<file path="config.mk">
export PLATFORM = sky130hd
export DESIGN_NAME = l1a_trigger_scheduler
export DESIGN_NICKNAME = d
export VERILOG_FILES = /design/src/rtl/l1a_trigger_scheduler.sv
export SDC_FILE = /design/constraint.sdc
export NUM_CORES = 1
export LEC_CHECK = 0
export CAP_MARGIN = 20
export CELL_PAD_IN_SITES_DETAIL_PLACEMENT = 0
export CELL_PAD_IN_SITES_GLOBAL_PLACEMENT = 1
export CORE_MARGIN = 4
export CORE_UTILIZATION = 38
export CTS_CLUSTER_SIZE = 8
export DETAILED_ROUTE_END_ITERATION = 8
export PLACE_DENSITY_LB_ADDON = 0.1
export SLEW_MARGIN = 40
export SYNTH_ARGS = -nofsm -noshare
export SYNTH_HDL_FRONTEND = slang
export SYNTH_SLANG_ARGS = --single-unit
</file>
<file path="constraint.sdc">
create_clock -name clk40 -period 4.6 [get_ports clk40]
set_input_delay 0.92 -clock clk40 [delete_from_list [all_inputs] [get_ports clk40]]
set_output_delay 0.92 -clock clk40 [all_outputs]
set_load 0.05 [all_outputs]
</file>
<file path="src/rtl/l1a_trigger_scheduler.sv">
// L1A trigger scheduler: merges external and periodic self triggers, applies
// prescale and deadtime, and keeps L1A requests out of the BCR (bcid == 0) slot.
module l1a_trigger_scheduler (
    input  logic        clk40,
    input  logic        rstn,
    input  logic        enable,
    input  logic        extTrig,
    input  logic        selfTrigEn,
    input  logic [15:0] selfTrigPeriod,
    input  logic [7:0]  prescale,
    input  logic [7:0]  deadtime,
    input  logic        clrCounters,
    output logic        trig,
    output logic [11:0] bcid,
    output logic [31:0] trigCount,
    output logic [15:0] droppedCount
);

    // state   | meaning
    // IDLE    | disabled; requests ignored, prescale/deadtime counters cleared
    // ARMED   | requests advance the prescale counter; a grant issues trig
    // PENDING | grant landed on the BCR slot; trig goes out one cycle later
    // HOLDOFF | deadtime veto running; requests are dropped
    typedef enum logic [1:0] {IDLE, ARMED, PENDING, HOLDOFF} stateT;

    localparam logic [11:0] BCID_MAX = 12'd3563;

    stateT       state, stateNext;
    logic        sync0, sync1, sync2;
    logic [15:0] selfCnt;
    logic [7:0]  preCnt, preCntNext;
    logic [7:0]  dtCnt, dtCntNext;
    logic        trigNext;
    logic        dropEv;
    logic        extReq, selfActive, selfReq, req;

    assign extReq     = sync1 & ~sync2;
    assign selfActive = selfTrigEn & enable & (selfTrigPeriod != 16'd0);
    assign selfReq    = selfActive & (selfCnt == selfTrigPeriod - 16'd1);
    assign req        = extReq | selfReq;

    always_comb begin
        stateNext  = state;
        preCntNext = preCnt;
        dtCntNext  = dtCnt;
        trigNext   = 1'b0;
        dropEv     = 1'b0;
        case (state)
            IDLE: begin
                preCntNext = 8'd0;
                dtCntNext  = 8'd0;
                if (enable)
                    stateNext = ARMED;
            end
            ARMED: begin
                if (!enable) begin
                    stateNext  = IDLE;
                    preCntNext = 8'd0;
                end else if (req) begin
                    if (preCnt == prescale) begin
                        preCntNext = 8'd0;
                        // trig must not land on bcid 0, so defer it by one cycle
                        if (bcid == BCID_MAX) begin
                            stateNext = PENDING;
                        end else begin
                            trigNext = 1'b1;
                            if (deadtime != 8'd0) begin
                                stateNext = HOLDOFF;
                                dtCntNext = deadtime;
                            end
                        end
                    end else begin
                        preCntNext = preCnt + 8'd1;
                    end
                end
            end
            PENDING: begin
                if (!enable) begin
                    stateNext  = IDLE;
                    preCntNext = 8'd0;
                    dropEv     = 1'b1;
                end else begin
                    trigNext  = 1'b1;
                    dropEv    = req;
                    dtCntNext = deadtime;
                    stateNext = (deadtime == 8'd0) ? ARMED : HOLDOFF;
                end
            end
            HOLDOFF: begin
                if (!enable) begin
                    stateNext  = IDLE;
                    preCntNext = 8'd0;
                    dtCntNext  = 8'd0;
                end else begin
                    dropEv = req;
                    if (dtCnt <= 8'd1) begin
                        stateNext = ARMED;
                        dtCntNext = 8'd0;
                    end else begin
                        dtCntNext = dtCnt - 8'd1;
                    end
                end
            end
            default: stateNext = IDLE;
        endcase
    end

    always_ff @(posedge clk40) begin
        if (!rstn) begin
            state        <= IDLE;
            trig         <= 1'b0;
            bcid         <= 12'd0;
            trigCount    <= 32'd0;
            droppedCount <= 16'd0;
            sync0        <= 1'b0;
            sync1        <= 1'b0;
            sync2        <= 1'b0;
            selfCnt      <= 16'd0;
            preCnt       <= 8'd0;
            dtCnt        <= 8'd0;
        end else begin
            state  <= stateNext;
            trig   <= trigNext;
            preCnt <= preCntNext;
            dtCnt  <= dtCntNext;
            sync0  <= extTrig;
            sync1  <= sync0;
            sync2  <= sync1;
            bcid   <= (bcid == BCID_MAX) ? 12'd0 : bcid + 12'd1;

            if (!selfActive || selfReq)
                selfCnt <= 16'd0;
            else
                selfCnt <= selfCnt + 16'd1;

            // clear wins over a coincident increment
            if (clrCounters)
                trigCount <= 32'd0;
            else if (trig)
                trigCount <= trigCount + 32'd1;

            if (clrCounters)
                droppedCount <= 16'd0;
            else if (dropEv && droppedCount != 16'hFFFF)
                droppedCount <= droppedCount + 16'd1;
        end
    end

endmodule

</file>
# Word level (Yosys, flattened, before mapping)
# Cells that the tools add are included.
[classes]
n_mux = 34
reduce_logical = 14
n_addsub = 7
n_eq_ne = 19
mul = 0
n_div = 0
bitwise_logic = 7
magnitude_cmp = 1
shifts = 0
[op_table]
columns = ["cell", "count"]
rows = [
  ["$mux 8", 12],
  ["$add 16x1->16 const B", 2],
  ["$add 32x1->32 const B", 1],
  ["$pmux 8 s4", 1],
  ["$pmux 8 s3", 1],
  ["$mux 2", 10],
  ["$eq 16x16->1", 1],
  ["$ne 16x16->1 const B", 1],
  ["$ne 2x2->1 const B", 8],
  ["$reduce_bool 16->1", 1],
  ["$sub 16x1->16 const B", 1],
  ["$add 12x1->12 const B", 1],
  ["$eq 12x12->1 const B", 1],
  ["$ne 3x3->1 const B", 3],
  ["$add 8x1->8 const B", 1],
  ["$eq 8x8->1", 1],
  ["$le 8x1->1 const B", 1],
  ["$logic_not 8->1", 1],
  ["$pmux 2 s4", 1],
  ["$reduce_bool 8->1", 1],
  ["$reduce_or 2->1", 4],
  ["$sub 8x1->8 const B", 1],
  ["$mux 1", 7],
  ["$reduce_and 6->1", 1],
  ["13 further kinds", 19],
]
[totals]
mem_bits_ro = 0
out_inout_bits = 61
ff_bits = 98
in_bits = 38
n_memories = 0
ramBits = 0
wordCells = 93
latchBits = 0

# Depth between registers and ports, before layout
# Gate-level depths: netlist of run 1.
[depth]
depth_word = 7
mapped_depth = 12
ltp_nobuf = 11

# Worst setup path before layout of run 1
# OpenSTA, ideal clock, no wires.
[synth_timing]
path_type = "input -> register"
from = "input selfTrigPeriod[0]"
to = "register preCnt[6]"
path_stages = 12
setup_ns = 0.086
t_required_ns = 4.514
path_slack_ns = 1.051
t_arrival_ns = 3.462
cell_sequence = "inv_1 ha_1 or2b_1 a21oi_1 a311o_1 a2111oi_4 o2111ai_2 o21ai_2 o21ai_2 buf_6 or4_4 a221oi_2"
[synth_between]
elab_chain_cells = 6
word_cells_on_any_way = 8
[synth_rtl]
columns = ["item", "line_no", "text"]
rows = [
  ["start: declaration", "9", "input logic [15:0] selfTrigPeriod,"],
  ["$sub 16x1->16 or $reduce_bool 16->1 (tied branches)", "39, 38", ""],
  ["$eq 16x16->1 or $and 1x1->1 (tied branches)", "39, 38", ""],
  ["$and 1x1->1 (*)", "39", "assign selfReq = selfActive & (selfCnt == selfTrigPeriod - 16'd1);"],
  ["$or 1x1->1 (*)", "40", "assign req = extReq | selfReq;"],
  ["$ne 3x3->1 (no line) (*)", "--", ""],
  ["$reduce_and 2->1 (no line) (*)", "--", ""],
  ["end signal: assignment", "124", "preCnt <= preCntNext;"],
  ["end: declaration", "31", "logic [7:0] preCnt, preCntNext;"],
]
# Every way passes the cells marked *; elsewhere a longest branch is shown, timed or not.
# A chain may end at the register's enable or synchronous reset.

# Final worst setup path of run 1
[layout_timing]
from = "input selfTrigPeriod[3]"
to = "register droppedCount[12]"
[layout_between]
elab_chain_cells = 7
word_cells_on_any_way = 10
[layout_rtl]
columns = ["item", "line_no", "text"]
rows = [
  ["$sub 16x1->16 or $reduce_bool 16->1 (tied branches)", "39, 38", ""],
  ["$eq 16x16->1 or $and 1x1->1 (tied branches)", "39, 38", ""],
  ["$and 1x1->1 (*)", "39", ""],
  ["$or 1x1->1 (*)", "40", ""],
  ["$mux 1 (on tied branches)", "90, 78", ""],
  ["$pmux 1 s2 (*)", "48", "case (state)"],
  ["$logic_and 1x1->1 (*)", "144", "else if (dropEv && droppedCount != 16'hFFFF)"],
  ["end signal: assignment", "145", "droppedCount <= droppedCount + 16'd1;"],
  ["end: declaration", "16", "output logic [15:0] droppedCount"],
]
# Marks and branches as above.

==> results.json, run 1 <==
{
  "grt_pass1_vias": 4597,
  "ctsHoldBuffers": 0,
  "syn_area_per_cell_um2": 8.36,
  "postSynthNetCount": 682,
  "finalHoldViolCount": 0,
  "final.setup.tns_ns": 0,
  "route.vias.total": 4752,
  "route.detailed.drc": 0,
  "clock_latency_ns": 0.35,
  "top_usage_layer": "met2",
  "cp-startpoint": "selfTrigPeriod[3]",
  "portBuffers": 98,
  "synth_top_family_by_area": "simple AND/OR/NAND/NOR gates",
  "antenna_cells": 0,
  "fin_cells": 902,
  "die_w_um": 126,
  "h-tree-depth": 3,
  "synth-simple-area-share_pct": 27.4,
  "synth-xor-area-share_pct": 15.1,
  "outcome": "completed",
  "cpPeakStageDelay_ns": 0.57,
  "cp_cell_sequence": "clkdlybuf4s50_1 > nor4_4 > nand4_1 > xnor2_1 > a2111oi_4 > o2111ai_2 > o21ai_2 > buf_4 > o211ai_1 > or4_1 > nand2_1",
  "crit_arrival_ns": 4.38,
  "reg2reg_from": "selfCnt[2]$_SDFF_PP0_",
  "clock-sinks": 98,
  "antenna_found_initial": 0,
  "grt_max_degree": 49,
  "firstDrtPassIters": 5,
  "grt_usage_pct": 16.8,
  "internal-power_mw": 1.34,
  "dr.first_iter.drc_count": 282,
  "worstMarginPinSlew_ns": 0.712,
  "ys.flop_type": "dfxtp_1",
  "core.rowCount": 42,
  "yosys_warnings": 0,
  "cts_tree": "yes",
  "clkPwrFrac_pct": 36.7,
  "gr-total-overflow": 0,
  "cts_setup_buffers": 0,
  "route.detailed.wl_per_inst_um": 14.9,
  "max_slew_margin_pct": 52.2,
  "ys_types": 61,
  "ant_nets": 0,
  "grt.met3_usage_pct": 5.00,
  "final_cell_mix": "98 x dfxtp_1, 98 x clkdlybuf4s50_1, 90 x nor2_1, 53 x xor2_1, 39 x nand3_1",
  "grt_util_met1_pct": 21.6,
  "final_layout_size_suffix_gt1_share_pct": 4.55,
  "p_comb_share_pct": 14.5,
  "crit_type": "in -> reg",
  "start_kind": "input port",
  "swShare_pct": 26.5,
  "muxShareOfSynthArea_pct": 0.569,
  "synth.cell_area_um2": 5270,
  "hp-class": "reg -> reg",
  "peakVddDrop_mv": 0.163,
  "synth_compound_area_share_pct": 13.4,
  "synth-seq-area-share_pct": 37.2,
  "fin_crit_ns": 4.09,
  "powerDensity_nw_per_um2": 272,
  "die-area_um2": 15800,
  "synth-adder-area-share_pct": 3.08,
  "skew_ns": 0.00872,
  "slowest_stage": "or4_1",
  "place_congestion": 0.889,
  "cts_root_buffer": "clkbuf_16",
  "async_reset_ff_share_pct": 0,
  "period_share_pct": 88.8,
  "p_leak_nw": 2.22,
  "seqPwrFrac_pct": 48.8,
  "hpwl_um": 9850,
  "drv_cap": 0,
  "max_freq_ghz": 0.245,
  "io_pins": 99,
  "setup_viol": 0,
  "grt_util_met2_pct": 27.4,
  "rsz0062_at_grt": "false",
  "switchingPower_mw": 0.481,
  "clkTransAtPathRegs_ns": 0.07,
  "grt_pass1_wl_um": 22300,
  "cts_made_buffers": 9,
  "drv_slew": 0,
  "areaGrowthSynthToFinish_pct": 26.8,
  "cts-resized-gates": 0,
  "routed_wl_um": 13400,
  "synth-edff-count": 0,
  "path_max_fanout": 11,
  "start_util_pct": 39.4,
  "min_from": "sync0$_SDFF_PN0_",
  "netlist_instances": 631,
  "ys_ff_latch": 98,
  "cp.required_ns": 4.89,
  "vias_per_cell": 5.27,
  "crit_path_end_kind": "flop",
  "nets": 775,
  "place_inst": 889,
  "fp.dieH_um": 126,
  "p_total_mw": 1.82,
  "clock_path_buffers": 2,
  "core_um2": 13400
}
## registers in the layout (all words and copies together), names as in the netlist
name / count
state: 2
selfCnt: 16
preCnt: 8
dtCnt: 8
droppedCount: 16
sync2: 1
sync0: 1
trig: 1
sync1: 1
trigCount: 32
bcid: 12
## cells in the mapped netlist, types with 11 or more instances
cell type,n,area share [%]
dfxtp_1,98,37
nor2_1,90,6.4
xor2_1,53,8.8
nand3_1,39,3.7
xnor2_1,38,6.3
nand2_1,33,2.3
nor3_1,29,2.8
a21oi_1,28,2.7
inv_1,21,1.5
o21ai_0,20,1.9
clkbuf_1,19,1.4
nand4_1,18,2.1
or3_1,16,1.9
ha_1,13,3.1
and3_1,11,1.3
## power groups by stage
stage,Sequential [mW],Combinational (mW),Clock [mW]
after global placement,0.906,0.259,0
after floorplan,0.909,0.170,0
after CTS,0.887,0.264,0.696
after global routing,0.890,0.293,0.724
final,0.887,0.264,0.668
after detailed placement,0.906,0.263,0
## through the flow
stage / hold slack, ns / cell area, um^2 / worst slack, ns / utilization [%]
global placement: 0.419 / 6430 / 0.269 / 48.0
finish: 0.452 / 6690 / 0.514 / 49.9
detailed placement: 0.438 / 6440 / 0.180 / 48.0
global route: 0.479 / 6690 / 0.318 / 49.9
floorplan: 0.412 / 5270 / 1.05 / -
CTS: 0.461 / 6690 / 0.536 / 49.9
## layer usage
layer | share of wire, % | up-vias
li1 | - | 2413
met4 | 1.7 | 0
met1 | 46 | 2219
met3 | 5.0 | 15
met2 | 47 | 105
met5 | 0 | -
## critical path, delay by kind of cell
kind	cells	cell delay (ns)
AOI/OAI and AO/OA	4	1.17
xor gates and xnor gates	1	0.19
buffers and inverters	2	0.73
and+or+nand+nor	4	1.37
## final cells by class
class,instances,area [um^2]
clock buffers,10,229
clock inverters,3,20.0
fillers,1328,6720
inverters,21,78.8
multi-input cells,490,3150
flip-flops and latches,98,1960
well taps,176,220
repair buffers,104,1030
## cell families (layout without fill, tap and decap cells)
group | Yosys count | after routing
and+or+nand+nor | 281 | 281
AOI/OAI and AO/OA | 102 | 102
DFF | 98 | 98
xor gates and xnor gates | 91 | 91
buffers and inverters | 43 | 138
adders and majority gates | 13 | 13
muxes | 3 | 3
## worst paths after layout
path | cells after the start | slack (ns) | end
min reg2reg | 1 | 0.45 | sync1$_SDFF_PN0_
max reg2reg | 9 | 1.62 | droppedCount[12]$_SDFFE_PP0P_
min | 1 | 0.45 | sync1$_SDFF_PN0_
max | 11 | 0.51 | droppedCount[12]$_SDFFE_PP0P_
Note: power is estimated with default switching activity, not from simulation.
==> run 2: changes to the inputs <==
- CORE_UTILIZATION: 38 -> 39
- PLACE_DENSITY_LB_ADDON: 0.1 -> 0.15
==> run 2 against run 1 <==
- first-iteration DRC count shrank 20%
- clock power increased by 8.2%
- sequential share of layout area is 0.082 points lower
- worst hold slack worse by 0.0079 ns
- global-route usage is 0.33 points higher
- utilization rose by 0.74 points
- combinational power is essentially flat
- total power grew 3.0%
- critical endpoint is now droppedCount[14]$_SDFFE_PP0P_
- largest power group unchanged
- highest routed layer unchanged
==> results.json, run 2 (synthesis results as in run 1) <==
{
  "outcome": "completed",
  "cpPeakStageDelay_ns": 0.56,
  "route.vias.total": 4766,
  "final.setup.tns_ns": 0,
  "final_layout_size_suffix_gt1_share_pct": 4.41,
  "path_max_fanout": 11,
  "cts_root_buffer": "clkbuf_16",
  "fin_crit_ns": 4.03,
  "grt.met3_usage_pct": 4.67,
  "antenna_cells": 0,
  "p_leak_nw": 2.23,
  "min_from": "sync0$_SDFF_PN0_",
  "start_util_pct": 39.8,
  "h-tree-depth": 3,
  "io_pins": 99,
  "portBuffers": 98,
  "clock_path_buffers": 2,
  "place_congestion": 0.870,
  "ant_nets": 0,
  "largest-register": "trigCount",
  "die-area_um2": 15400,
  "route.detailed.wl_per_inst_um": 14.5,
  "place_inst": 888,
  "die_w_um": 124,
  "reg_top3": "trigCount: 32 flops, droppedCount: 16 flops, selfCnt: 16 flops",
  "cp-startpoint": "selfTrigPeriod[1]",
  "gr-total-overflow": 0,
  "p_total_mw": 1.87,
  "antenna_found_initial": 0,
  "grt_max_degree": 49,
  "max_freq_ghz": 0.248,
  "crit_type": "in -> reg",
  "vias_per_cell": 5.28,
  "grt_util_met2_pct": 26.3,
  "cts_setup_buffers": 0,
  "hpwl_um": 9490,
  "cp_cell_sequence": "clkdlybuf4s50_1 > inv_1 > ha_1 > nor3b_2 > and2_1 > a31oi_1 > a211oi_1 > o2111ai_2 > o21ai_2 > buf_4 > o211ai_1 > or4_1 > nand2_1",
  "start_kind": "input port",
  "drv_slew": 0,
  "place_ws_ns": 0.219,
  "fin_cells": 902,
  "nets": 774,
  "firstDrtPassIters": 5,
  "reg2reg_from": "selfCnt[2]$_SDFF_PP0_",
  "route.detailed.drc": 0,
  "clkTransAtPathRegs_ns": 0.06,
  "grt_pass1_wl_um": 22200,
  "period_share_pct": 87.7,
  "ctsHoldBuffers": 0,
  "clock-sinks": 98,
  "setup_viol": 0,
  "holdWs_ns": 0.444,
  "grt_util_met1_pct": 22.6,
  "areaGrowthSynthToFinish_pct": 27.1,
  "crit_arrival_ns": 4.32,
  "final.setup.worst_slack_ns": 0.568,
  "hp-class": "reg -> reg",
  "cts_tree": "yes",
  "slowest_stage": "or4_1",
  "final_cell_mix": "98 x dfxtp_1, 98 x clkdlybuf4s50_1, 90 x nor2_1, 53 x xor2_1, 39 x nand3_1",
  "cp.required_ns": 4.89,
  "max_slew_margin_pct": 50.6,
  "core_um2": 13200,
  "top_usage_layer": "met2",
  "largest_reg_flops": 32,
  "grt_pass1_vias": 4554,
  "fillers": 1313,
  "worstMarginPinSlew_ns": 0.734,
  "dr.first_iter.drc_count": 226,
  "finalHoldViolCount": 0,
  "clock_latency_ns": 0.34,
  "fp.dieH_um": 124,
  "peakVddDrop_mv": 0.172,
  "grt_usage_pct": 17.1,
  "powerDensity_nw_per_um2": 280,
  "drv_cap": 0,
  "rsz0062_at_grt": "false",
  "cts_made_buffers": 9,
  "crit_path_end_kind": "flop",
  "cts-resized-gates": 0,
  "routed_wl_um": 13100,
  "core.rowCount": 42,
  "skew_ns": 0.00616
}
## run 2: changes by cell type in the layout (fill, tap and decap cells not counted), sizes merged
cell,delta
buf,-1
bufinv,+1
clkbuf,+1
clkinvlp,-1
## run 2: layout make-up
cell class	count	area, um^2	share of cell area, %
Tap cell	176	220	3.28
Clock buffer	11	233	3.47
Inverter	21	78.8	1.18
Clock inverter	3	42.5	0.635
Sequential cell	98	1960	29.3
Multi-Input combinational cell	490	3150	47.0
Timing Repair Buffer	103	1020	15.2
## run 2: worst max-delay path: cells and delay by family
family / cells / cell delay (ns)
adders and majority gates: 1 / 0.18
and+or+nand+nor: 4 / 1.32
buffers and inverters: 3 / 0.76
AOI/OAI and AO/OA: 5 / 1.13
## run 2: report_power, final
| part | switching [mW] | leakage [nW] | internal (mW) | total, mW |
|---|---|---|---|---|
| Sequential | 0.0209 | 0.792 | 0.866 | 0.887 |
| Clock | 0.308 | 0.131 | 0.415 | 0.723 |
| Combinational | 0.149 | 1.31 | 0.115 | 0.264 |
## run 2: worst paths after layout
path              slack [ns]                             to  cells after the start
hold reg to reg         0.44               sync1$_SDFF_PN0_                      1
setup reg to reg        1.68  droppedCount[14]$_SDFFE_PP0P_                      9
hold / removal          0.44               sync1$_SDFF_PN0_                      1
setup / recovery        0.57  droppedCount[14]$_SDFFE_PP0P_                     13
## run 2: metal layers
| metal | wire, um | part of all wire [%] | vias to the layer above |
|---|---|---|---|
| met2 | 5950 | 45 | 104 |
| met4 | 289 | 2.2 | 0 |
| met1 | 6140 | 47 | 2230 |
| met5 | 0 | 0 | - |
| li1 | - | - | 2416 |
| met3 | 712 | 5.4 | 16 |
## run 2: metrics by stage
| stage | cell area (um^2) | util, % |
|---|---|---|
| CTS | 6700 | 50.6 |
| detailed placement | 6430 | 48.5 |
| global route | 6700 | 50.6 |
| finish | 6700 | 50.6 |
| floorplan | 5270 | - |
| global placement | 6420 | 48.5 |
